## src/rtl/sprite_line_engine_if.sv

```systemverilog
// Pin bundle between the sprite line engine and its host: RAM ports, pixel read port, control.
// The engine side uses the slave modport; the host/RAM side uses master.
interface sprite_line_engine_if #(
    parameter int SA_W = 6
) ();
    logic [7:0]      next_row;
    logic            prep;
    logic            enable;
    logic [SA_W-1:0] sprram_addr;
    logic [63:0]     sprram_rddata;
    logic [11:0]     patram_addr;
    logic [63:0]     patram_rddata;
    logic [8:0]      pmxr_pixel_addr;
    logic [8:0]      pmxr_pixel_data;
    logic [1:0]      pmxr_pixel_prio;
    logic            done;
    logic            overflow;

    modport master (
        output next_row, prep, enable, sprram_rddata, patram_rddata, pmxr_pixel_addr,
        input  sprram_addr, patram_addr, pmxr_pixel_data, pmxr_pixel_prio, done, overflow
    );

    modport slave (
        input  next_row, prep, enable, sprram_rddata, patram_rddata, pmxr_pixel_addr,
        output sprram_addr, patram_addr, pmxr_pixel_data, pmxr_pixel_prio, done, overflow
    );
endinterface

```

## src/rtl/sprite_line_engine.sv

```systemverilog
// Scanline sprite engine: clear, scan Sprite-RAM, draw hits into a line buffer; SPRITE_FLIP_EN adds h/v flip.
// Pixel reads: 1-cycle latency, one per cycle, never stall; prep aborts and restarts from any state.
module sprite_line_engine #(
    parameter int NUM_SPRITES = 64,
    parameter int MAX_PER_ROW = 16,
    parameter int LINE_WIDTH  = 320,
    parameter int SA_W        = $clog2(NUM_SPRITES)
) (
    input  logic                clk,
    input  logic                rst,
    sprite_line_engine_if.slave bus
);
    localparam int HW = $clog2(MAX_PER_ROW);
    localparam int CW = HW + 1;
    localparam int SW = SA_W + 1;
    localparam logic [SW-1:0] NS_END  = SW'(NUM_SPRITES);
    localparam logic [SW-1:0] NS_LAST = SW'(NUM_SPRITES - 1);
    localparam logic [CW-1:0] HIT_MAX = CW'(MAX_PER_ROW);
    localparam logic [8:0]    LW_LAST = 9'(LINE_WIDTH - 1);
    localparam logic [9:0]    LW10    = 10'(LINE_WIDTH);

    typedef enum logic [2:0] {S_IDLE, S_CLEAR, S_SCAN, S_DRAW, S_DONE} state_t;

    typedef struct packed {
        logic [8:0] x;
        logic [7:0] tile;
        logic [3:0] prow;
        logic [4:0] pal;
        logic [1:0] prio;
`ifdef SPRITE_FLIP_EN
        logic       hflip;
        logic       vflip;
`endif
    } hit_t;

    state_t          state_q, state_d;
    logic [7:0]      row_q, row_d;
    logic            en_q, en_d;
    logic            ovf_q, ovf_d;
    logic [8:0]      clr_q, clr_d;
    logic [SW-1:0]   scan_q, scan_d;
    logic            rdv_q, rdv_d;
    logic [SA_W-1:0] sa_q, sa_d;
    logic [CW-1:0]   hcnt_q, hcnt_d;
    logic [CW-1:0]   didx_q, didx_d;
    logic [4:0]      ph_q, ph_d;
    logic [11:0]     pa_q, pa_d;
    logic [63:0]     pat_q, pat_d;
    logic [8:0]      pix_dat_q;
    logic [1:0]      pix_pri_q;

    hit_t        hit_list [MAX_PER_ROW];
    logic [11:0] lb_mem   [LINE_WIDTH];   // {occupied, prio, palette, color}

    logic        lb_we, hit_we;
    logic [8:0]  lb_wa;
    logic [11:0] lb_wd;
    hit_t        hit_wd, cur_h, nxt_h;

    // Sprite entry decode; the hit test wraps modulo 256 so sprites straddle the top edge.
    logic [63:0] spr;
    logic [7:0]  dy;
    logic        spr_hit;
    assign spr     = bus.sprram_rddata;
    assign dy      = row_q - spr[16:9];
    assign spr_hit = (dy[7:4] == 4'd0);

`ifdef SPRITE_FLIP_EN
    logic unused_spr;
    assign unused_spr = ^spr[63:34];
`else
    logic unused_spr;
    assign unused_spr = ^spr[63:32];
`endif

    always_comb begin
        hit_wd      = '0;
        hit_wd.x    = spr[8:0];
        hit_wd.tile = spr[24:17];
        hit_wd.prow = dy[3:0];
        hit_wd.pal  = spr[29:25];
        hit_wd.prio = spr[31:30];
`ifdef SPRITE_FLIP_EN
        hit_wd.hflip = spr[32];
        hit_wd.vflip = spr[33];
`endif
    end

    function automatic logic [11:0] pat_addr(input hit_t h);
`ifdef SPRITE_FLIP_EN
        return {h.tile, h.vflip ? ~h.prow : h.prow};
`else
        return {h.tile, h.prow};
`endif
    endfunction

    // Pixel datapath: ph 2..17 draws pixel ph-2; ph 2 takes the pattern straight off the RAM.
    logic [CW-1:0] nidx;
    logic [3:0]    pix_i, src_i, color;
    logic [63:0]   cur_pat;
    logic [9:0]    col;
    logic          col_ok, col_free;

    assign nidx    = didx_q + 1'b1;
    assign cur_h   = hit_list[didx_q[HW-1:0]];
    assign nxt_h   = hit_list[nidx[HW-1:0]];
    assign pix_i   = 4'(ph_q - 5'd2);
`ifdef SPRITE_FLIP_EN
    assign src_i   = cur_h.hflip ? ~pix_i : pix_i;
`else
    assign src_i   = pix_i;
`endif
    assign cur_pat  = (ph_q == 5'd2) ? bus.patram_rddata : pat_q;
    assign color    = cur_pat[{src_i, 2'b00} +: 4];
    assign col      = {1'b0, cur_h.x} + {6'd0, pix_i};
    assign col_ok   = (col < LW10);
    assign col_free = ~lb_mem[col[8:0]][11];

    always_comb begin
        state_d = state_q;
        row_d   = row_q;
        en_d    = en_q;
        ovf_d   = ovf_q;
        clr_d   = clr_q;
        scan_d  = scan_q;
        rdv_d   = rdv_q;
        sa_d    = sa_q;
        hcnt_d  = hcnt_q;
        didx_d  = didx_q;
        ph_d    = ph_q;
        pa_d    = pa_q;
        pat_d   = pat_q;
        lb_we   = 1'b0;
        lb_wa   = '0;
        lb_wd   = '0;
        hit_we  = 1'b0;

        case (state_q)
            S_IDLE: ;
            S_CLEAR: begin
                lb_we = 1'b1;
                lb_wa = clr_q;
                clr_d = clr_q + 1'b1;
                if (clr_q == LW_LAST) begin
                    if (en_q) begin
                        state_d = S_SCAN;
                        scan_d  = '0;
                        sa_d    = '0;
                        rdv_d   = 1'b0;
                    end else begin
                        state_d = S_DONE;
                    end
                end
            end
            S_SCAN: begin
                rdv_d = (scan_q != NS_END);
                if (scan_q != NS_END) begin
                    scan_d = scan_q + 1'b1;
                    if (scan_q != NS_LAST) sa_d = sa_q + 1'b1;
                end
                if (rdv_q && spr_hit) begin
                    if (hcnt_q == HIT_MAX) begin
                        ovf_d = 1'b1;
                    end else begin
                        hit_we = 1'b1;
                        hcnt_d = hcnt_q + 1'b1;
                    end
                end
                if (scan_q == NS_END) begin
                    state_d = S_DRAW;
                    didx_d  = '0;
                    ph_d    = 5'd0;
                end
            end
            S_DRAW: begin
                if (ph_q == 5'd0) begin
                    if (didx_q == hcnt_q) begin
                        state_d = S_DONE;
                    end else begin
                        pa_d = pat_addr(cur_h);
                        ph_d = 5'd1;
                    end
                end else if (ph_q == 5'd1) begin
                    ph_d = 5'd2;
                end else begin
                    if (ph_q == 5'd2) pat_d = bus.patram_rddata;
                    if ((color != 4'd0) && col_ok && col_free) begin
                        lb_we = 1'b1;
                        lb_wa = col[8:0];
                        lb_wd = {1'b1, cur_h.prio, cur_h.pal, color};
                    end
                    if (ph_q == 5'd17) begin
                        didx_d = nidx;
                        if (nidx == hcnt_q) begin
                            state_d = S_DONE;
                        end else begin
                            pa_d = pat_addr(nxt_h);
                            ph_d = 5'd1;
                        end
                    end else begin
                        ph_d = ph_q + 5'd1;
                    end
                end
            end
            S_DONE: ;
            default: state_d = S_IDLE;
        endcase

        if (bus.prep) begin
            state_d = S_CLEAR;
            row_d   = bus.next_row;
            en_d    = bus.enable;
            ovf_d   = 1'b0;
            clr_d   = '0;
            hcnt_d  = '0;
            hit_we  = 1'b0;
        end
    end

    always_ff @(posedge clk) begin
        if (rst) begin
            state_q <= S_IDLE;
            row_q   <= '0;
            en_q    <= 1'b0;
            ovf_q   <= 1'b0;
            clr_q   <= '0;
            scan_q  <= '0;
            rdv_q   <= 1'b0;
            sa_q    <= '0;
            hcnt_q  <= '0;
            didx_q  <= '0;
            ph_q    <= '0;
            pa_q    <= '0;
            pat_q   <= '0;
        end else begin
            state_q <= state_d;
            row_q   <= row_d;
            en_q    <= en_d;
            ovf_q   <= ovf_d;
            clr_q   <= clr_d;
            scan_q  <= scan_d;
            rdv_q   <= rdv_d;
            sa_q    <= sa_d;
            hcnt_q  <= hcnt_d;
            didx_q  <= didx_d;
            ph_q    <= ph_d;
            pa_q    <= pa_d;
            pat_q   <= pat_d;
        end
    end

    always_ff @(posedge clk) begin
        if (lb_we) lb_mem[lb_wa] <= lb_wd;
        if (hit_we) hit_list[hcnt_q[HW-1:0]] <= hit_wd;
    end

    always_ff @(posedge clk) begin
        if (rst) begin
            pix_dat_q <= '0;
            pix_pri_q <= '0;
        end else if ({1'b0, bus.pmxr_pixel_addr} < LW10) begin
            {pix_pri_q, pix_dat_q} <= lb_mem[bus.pmxr_pixel_addr][10:0];
        end else begin
            pix_dat_q <= '0;
            pix_pri_q <= '0;
        end
    end

    assign bus.sprram_addr     = sa_q;
    assign bus.patram_addr     = pa_q;
    assign bus.pmxr_pixel_data = pix_dat_q;
    assign bus.pmxr_pixel_prio = pix_pri_q;
    assign bus.done            = (state_q == S_DONE);
    assign bus.overflow        = ovf_q;
endmodule

```

## src/flat_wrapper.sv

```systemverilog
// flat-port wrapper written by rule: the top's interface ports become plain ports
module sprite_line_engine_flat 
#(
    parameter int NUM_SPRITES = 64,
    parameter int MAX_PER_ROW = 16,
    parameter int LINE_WIDTH  = 320,
    parameter int SA_W        = $clog2(NUM_SPRITES)
)
  (clk, rst, bus_next_row, bus_prep, bus_enable, bus_sprram_rddata, bus_patram_rddata, bus_pmxr_pixel_addr, bus_sprram_addr, bus_patram_addr, bus_pmxr_pixel_data, bus_pmxr_pixel_prio, bus_done, bus_overflow);
  sprite_line_engine_if #(.SA_W(SA_W)) bus_i ();
  input  logic clk;
  input  logic rst;
  input wire logic [$bits(bus_i.next_row)-1:0] bus_next_row;
  input wire logic [$bits(bus_i.prep)-1:0] bus_prep;
  input wire logic [$bits(bus_i.enable)-1:0] bus_enable;
  input wire logic [$bits(bus_i.sprram_rddata)-1:0] bus_sprram_rddata;
  input wire logic [$bits(bus_i.patram_rddata)-1:0] bus_patram_rddata;
  input wire logic [$bits(bus_i.pmxr_pixel_addr)-1:0] bus_pmxr_pixel_addr;
  output wire logic [$bits(bus_i.sprram_addr)-1:0] bus_sprram_addr;
  output wire logic [$bits(bus_i.patram_addr)-1:0] bus_patram_addr;
  output wire logic [$bits(bus_i.pmxr_pixel_data)-1:0] bus_pmxr_pixel_data;
  output wire logic [$bits(bus_i.pmxr_pixel_prio)-1:0] bus_pmxr_pixel_prio;
  output wire logic [$bits(bus_i.done)-1:0] bus_done;
  output wire logic [$bits(bus_i.overflow)-1:0] bus_overflow;
  assign bus_i.next_row = bus_next_row;
  assign bus_i.prep = bus_prep;
  assign bus_i.enable = bus_enable;
  assign bus_i.sprram_rddata = bus_sprram_rddata;
  assign bus_i.patram_rddata = bus_patram_rddata;
  assign bus_i.pmxr_pixel_addr = bus_pmxr_pixel_addr;
  assign bus_sprram_addr = bus_i.sprram_addr;
  assign bus_patram_addr = bus_i.patram_addr;
  assign bus_pmxr_pixel_data = bus_i.pmxr_pixel_data;
  assign bus_pmxr_pixel_prio = bus_i.pmxr_pixel_prio;
  assign bus_done = bus_i.done;
  assign bus_overflow = bus_i.overflow;
  sprite_line_engine #(.NUM_SPRITES(NUM_SPRITES), .MAX_PER_ROW(MAX_PER_ROW), .LINE_WIDTH(LINE_WIDTH), .SA_W(SA_W)) u_core (.clk(clk), .rst(rst), .bus(bus_i));
endmodule
```

## config.mk

```make
export PLATFORM = sky130hd
export DESIGN_NAME = sprite_line_engine_flat
export DESIGN_NICKNAME = d
export VERILOG_FILES = /design/src/rtl/sprite_line_engine_if.sv /design/src/rtl/sprite_line_engine.sv /design/src/flat_wrapper.sv
export SDC_FILE = /design/constraint.sdc
export NUM_CORES = 2
export LEC_CHECK = 0
export CAP_MARGIN = 10
export CORE_MARGIN = 2
export CORE_UTILIZATION = 40
export DETAILED_ROUTE_END_ITERATION = 6
export HOLD_SLACK_MARGIN = 0.15
export PLACE_DENSITY_LB_ADDON = 0.1
export SYNTH_ARGS = -nofsm -noshare
export SYNTH_HDL_FRONTEND = slang
export SYNTH_MEMORY_MAX_BITS = 65536
export SYNTH_SLANG_ARGS = --single-unit
export TNS_END_PERCENT = 1
```

## constraint.sdc

```tcl
create_clock -name clk -period 31.1 [get_ports clk]
set_input_delay 6.22 -clock clk [delete_from_list [all_inputs] [get_ports clk]]
set_output_delay 6.22 -clock clk [all_outputs]
set_load 0.01 [all_outputs]
```

==> Word level (Yosys, flattened, before mapping) <==
Memory sizes are Yosys's and may differ from the RTL's. A register that Yosys moved wholly into a read port is not among the register bits.
Cells that the tools add are included.
{ "word_totals": {"wordCells": 157, "ramBits": 4288, "out_inout_bits": 31, "memories": 2, "input_bits": 149, "reg_bits": 127} }
{ "op_classes": {"add_sub_neg": 9, "n_shift": 1, "n_bitwise": 6, "mux": 61, "reduce_logical": 24, "n_lt_le_gt_ge": 2, "n_eq_ne": 38} }
{ "memory_table": {"columns": ["memory", "depth", "word_bits", "read_ports", "rd_ports_with_merged_regs", "wr", "line", "source"], "rows": [
  ["u_core.lb_mem", 320, 12, 2, 1, 1, "sprite_line_engine.sv:53", "logic [11:0] lb_mem [LINE_WIDTH];"],
  ["u_core.hit_list", 16, 28, 2, 1, 1, "sprite_line_engine.sv:52", "hit_t hit_list [MAX_PER_ROW];"]
]} }
{ "ops": {"columns": ["operator", "n"], "rows": [
  ["$mux W12", 9],
  ["$mux W64", 1],
  ["$shiftx A64 B7 Y4", 1],
  ["$mux W5", 9],
  ["$mux W9", 3],
  ["$mux W3", 8],
  ["$mux W6", 4],
  ["$mux W7", 3],
  ["$pmux W5 S2", 2],
  ["$ne A2 B1 Y1 const B", 9],
  ["$pmux W9 S2", 1],
  ["$add A5 B1 Y5 const B", 3],
  ["$reduce_and A5 Y1", 3],
  ["$mux W1", 14],
  ["$pmux W7 S2", 1],
  ["$reduce_and A7 Y1", 2],
  ["$pmux W3 S4", 1],
  ["$pmux W6 S2", 1],
  ["$reduce_and A3 Y1", 4],
  ["$add A9 B4 Y10", 1],
  ["$eq A5 B5 Y1", 2],
  ["$eq A5 B5 Y1 const B", 2],
  ["$lt A10 B9 Y1 const B", 1],
  ["$add A9 B1 Y9 const B", 1],
  ["33 further kinds", 55]
]} }

==> Depth between registers and ports, before layout <==
{ "logic_depth": {"word_depth": 12, "mapped_depth": 26, "ltp_nobuf": 17} }

==> Least setup slack after synthesis <==
Ideal clock, no wire load.
{ "synth_timing": {"path_type": "in2reg", "from": "input bus_patram_rddata[43]", "to": "memory u_core.lb_mem[0][0] (data pin)", "setup_ns": 1.688, "slack_ns": 14.197, "arrival_ns": 15.215, "n_path_buf": 1, "required_time_ns": 29.412, "stages": 10, "cell_sequence": "mux4_2 nor2_1 a2111oi_0 nor4_1 nand4_1 o311ai_1 a2111o_1 buf_4 nand2b_1 nor2_1"} }
{ "synth_between": {"elab_chain_cells": 9} }
{ "synth_lines": {"columns": ["item", "line", "source"], "rows": [
  ["start: declaration", "flat_wrapper.sv:17", "input wire logic [$bits(bus_i.patram_rddata)-1:0] bus_patram_rddata;"],
  ["$mux W64", null, null],
  ["$shiftx A64 B7 Y4", "sprite_line_engine.sv:114", "assign color = cur_pat[{src_i, 2'b00} +: 4];"],
  ["$reduce_bool A4 Y1", "sprite_line_engine.sv:187", "if ((color != 4'd0) && col_ok && col_free) begin"],
  ["$logic_and A1 B1 Y1 (2 in series)", "sprite_line_engine.sv:187", null],
  ["$mux W12", "sprite_line_engine.sv:187", null],
  ["$mux W12", "sprite_line_engine.sv:183", "end else if (ph_q == 5'd1) begin"],
  ["$mux W12", "sprite_line_engine.sv:176", "if (ph_q == 5'd0) begin"],
  ["$mux W12", "sprite_line_engine.sv:138", "case (state_q)"],
  ["net u_core.lb_wd[0]", "sprite_line_engine.sv:57", "logic [11:0] lb_wd;"],
  ["end: declaration", "sprite_line_engine.sv:53", null]
]} }
The timed path passes the listed nets, and every way through them passes these cells.

==> Worst setup path in the final report <==
{ "layout_timing": {"from": "input bus_pmxr_pixel_addr[0]", "to": "register u_core.pix_pri_q[0], in the netlist u_core.bus.pmxr_pixel_prio[0]"} }
{ "layout_between": {"elab_chain_cells": 3} }
{ "layout_lines": {"columns": ["item", "line", "source"], "rows": [
  ["start: declaration", "flat_wrapper.sv:18", "input wire logic [$bits(bus_i.pmxr_pixel_addr)-1:0] bus_pmxr_pixel_addr;"],
  ["$lt A9 B9 Y1", "sprite_line_engine.sv:261", "end else if ({1'b0, bus.pmxr_pixel_addr} < LW10) begin"],
  ["$not A1 Y1 (no line)", null, null],
  ["$reduce_or A2 Y1 (no line)", null, null],
  ["end signal: assignment", "sprite_line_engine.sv:262", "{pix_pri_q, pix_dat_q} <= lb_mem[bus.pmxr_pixel_addr][10:0];"],
  ["end: declaration", "sprite_line_engine.sv:50", "logic [1:0] pix_pri_q;"]
]} }
Several ways; a longest one is shown, not always the timed one.
A chain may end at the register's enable or synchronous reset.

==> results.cfg <==
[status]
status = finished clean

[floorplanning]
start_util = 0.4013
fp.dieW_um = 664.0
fp.coreArea_um2 = 434200
die-area_um2 = 440900
rows = 242
die_h_um = 664.0
ios = 180

[sta]
rsz0062_at_grt = no
worst_pin_slew_ns = 1.479
max_freq_mhz = 80.17
hold_violations = 0
setup_tns_ns = 0
period_minus_slack_ns = 12.47
period_share = 0.4011
relSlewSlack = 0.01369
drv_slew = 0
skew_ns = 0.06091
worst_slack_ns = 18.63
setup_violations = 0

[synthesis]
synth_warnings = 0
ys.flop_type = edfxtp_1
yosysMostFrequentCell = edfxtp_1
synth_nets = 7779
synthCells = 7602
synth_area_leader_cell = edfxtp_1
async_reset_ff_frac = 0
synth_seq_area_share = 0.7552
synth_seq_cells = 4430
synth_edf_count = 4288
synthTopCellsByCount = edfxtp_1 (4288), mux4_2 (1463), clkbuf_1 (277)
yosysUniqueCellTypes = 87
synth_area_leaders = edfxtp_1 (74%), mux4_2 (19%), dfxtp_1 (1.6%)
syn_area_per_cell_um2 = 22.92
syn_area_um2 = 174300
synth.top_cell.area_share = 0.7389

[finish]
stdcell_count = 14270
drive_above_1_share = 0.3337
fin_util = 0.4618
nFillCells = 36030
multiInputGateArea_um2 = 41790
synthToLayoutAreaGrowth_pct = 15.06
area.sequential_um2 = 131600
final_nets = 8298

[power]
ir_worst_vdd_mv = 0.04911
power.total_mw = 12.24
p_per_area_nw_per_um2 = 61.03
p_leak_nw = 66.17

[worst_setup_path]
crit_required_ns = 31.97
cpLargestDelayFamily = buffers and inverters
path_common_cell = buf_4
cp-end-kind = flip-flop
worst-path-buf-inv = 6
crit_path_top_delay_cell = mux2i_1
cp_data_arrival_time_ns = 13.35
crit_path_start_kind = input port
cpPeakStageDelay_ns = 0.86
crit_type = in2reg
worstPathCellList = buf_16, buf_4, buf_4, buf_4, buf_4, buf_4, mux4_2, mux4_2, mux4_2, mux2i_1, a211oi_1, a21oi_1, nor2_1
critPathMaxFanout = 78

[clock_tree]
cts_sinks = 4430
root_buffer = clkbuf_16
clockBufferDepth = 4
clk_pin_slew_ns = 0.06
cts_resized = 0
cts_hold_buf = 0
cts_tree = built
postCtsSetupBuffers = 0
cts_made_buffers = 469
clk_latency_ns = 1.00
cts_htree_levels = 5

[global_route]
antenna_found_initial = 32
grt_use_met2 = 0.3432
grt_pass1_wl_um = 646600
gr-usage-met3 = 0.02972
grt-ovfl-total = 0
first_global_vias = 84360
grt_use_met1 = 0.2886
grt.total_usage = 0.2052
busiest_layer = met2
grt_start_max_net_pins = 220

[routing]
ant_nets = 0
dr.pass1.iters = 7
drt_iter0_markers = 7598
drt-total-wl_um = 457500
drc = 0
dr_total_vias = 81260
wire_per_inst_um = 32.05
viasPerCell = 5.693

[place]
gp_congestion = 0.7725
placed_cells = 13360
hpwlAfterDp_um = 269500
pre_cts_ws_ns = 17.29
io_buffers = 147

[hold_path]
hp-class = reg2reg

[run]
drv_cap = 0
==> report_power, final <==
group | leakage [nW] | switching, mW | internal [mW] | total, mW
Sequential | 45.1 | 0.00202 | 6.46 | 6.46
Combinational | 13.6 | 0.137 | 0.0948 | 0.232
Clock | 7.44 | 2.32 | 3.22 | 5.55
==> area by class of cell <==
| cell class | instances | share of cell area |
|---|---|---|
| Clock buffer | 568 | 0.06143 |
| Multi-Input combinational cell | 2661 | 0.2084 |
| Sequential cell | 4430 | 0.6564 |
| Timing Repair Buffer | 527 | 0.02252 |
| Antenna cell | 17 | 0.0002122 |
| Inverter | 32 | 0.0006365 |
| Tap cell | 5734 | 0.03578 |
| Clock inverter | 304 | 0.01457 |
==> metal layers <==
layer	up-vias	part of all wire	wire length, um
li1	33620	-	-
met1	44980	0.43	197300
met4	4	0.020	9041
met5	-	0.000044	20
met3	547	0.051	23310
met2	2113	0.50	227800
==> worst reg2reg max path, delay by kind of cell, from the launching register on <==
family | cells | cell delay (ns)
buffers and inverters | 5 | 3.87
muxes | 4 | 2.22
and+or+nand+nor | 5 | 2.20
adders and majority gates | 1 | 1.22
AOI/OAI and AO/OA | 2 | 0.98
DFF | 1 | 0.79
==> path summary, 6_finish.rpt <==
path | start | endpoint | slack, ns | depth (start not counted)
worst max-delay path | bus_pmxr_pixel_addr[0] | u_core.bus.pmxr_pixel_prio[0]$_SDFF_PP0_ | 18.63 | 13
worst min-delay path | u_core.pat_q[29]$_SDFFE_PP0P_ | u_core.pat_q[29]$_SDFFE_PP0P_ | 0.45 | 2
worst max register to register | flip-flop | u_core.lb_mem[276][7]$_DFFE_PP_ | 19.39 | 17
worst min register to register | u_core.pat_q[29]$_SDFFE_PP0P_ | u_core.pat_q[29]$_SDFFE_PP0P_ | 0.45 | 2
==> placed cells by master, fill, tap and decap left out, types with 8 or more instances in the layout <==
| master | count |
|---|---|
| edfxtp_1 | 4288 |
| mux4_2 | 1463 |
| clkbuf_16 | 476 |
| buf_4 | 358 |
| nor2_1 | 203 |
| nor3_2 | 182 |
| nand2_1 | 173 |
| clkdlybuf4s50_1 | 139 |
| dfxtp_1 | 137 |
| clkinv_1 | 119 |
| a21oi_1 | 118 |
| mux2i_1 | 96 |
| clkinv_2 | 93 |
| clkbuf_1 | 86 |
| bufinv_16 | 50 |
| a211oi_1 | 36 |
| o21ai_0 | 28 |
| inv_1 | 27 |
| ha_1 | 24 |
| nand3_1 | 23 |
| xnor2_1 | 20 |
| clkinvlp_4 | 19 |
| nor2b_1 | 18 |
| diode_2 | 17 |
| nor2_2 | 17 |
| nor3_4 | 17 |
| buf_6 | 17 |
| nor2_4 | 16 |
| nor3b_2 | 16 |
| xor2_1 | 15 |
| nand2b_1 | 15 |
| nor3_1 | 12 |
| nand4_1 | 12 |
| clkinv_8 | 11 |
| and3_1 | 9 |
| o2111ai_4 | 8 |
| inv_6 | 8 |
==> sequential cells by signal, summed over array words and instances, names as in the netlist, named ones only <==
register / count
u_core.bus.overflow: 1
u_core.bus.patram_addr: 12
u_core.bus.pmxr_pixel_data: 9
u_core.bus.pmxr_pixel_prio: 2
u_core.bus.sprram_addr: 6
u_core.clr_q: 9
u_core.didx_q: 5
u_core.en_q: 1
u_core.hcnt_q: 5
u_core.hit_list: 448
u_core.lb_mem: 3840
u_core.pat_q: 64
u_core.ph_q: 5
u_core.rdv_q: 1
u_core.row_q: 8
u_core.scan_q: 7
u_core.state_q: 3
==> cells by family (layout without fill, tap and decap cells) <==
kind of cell / count (synthesis) / after routing / share of synthesized area
AO/OA/AOI/OAI: 266 / 266 / 0.01023
XOR/XNOR: 42 / 42 / 0.002197
adder cells (fa/ha/maj): 28 / 28 / 0.002097
buffers and inverters: 511 / 1431 / 0.01235
flip-flops: 4430 / 4430 / 0.7552
multiplexers: 1568 / 1568 / 0.1953
other: 0 / 17 / 0
AND/OR/NAND/NOR: 757 / 757 / 0.02262
==> through the flow <==
step	hold WS (ns)	cell area, um^2
final	0.4547	200500
after detailed placement	0.4472	185000
after floorplan	0.4318	174300
after global placement	0.4417	184900
after global routing	0.4737	200500
after CTS	0.4557	200200
No activity file was read; power rests on OpenSTA's default activity.
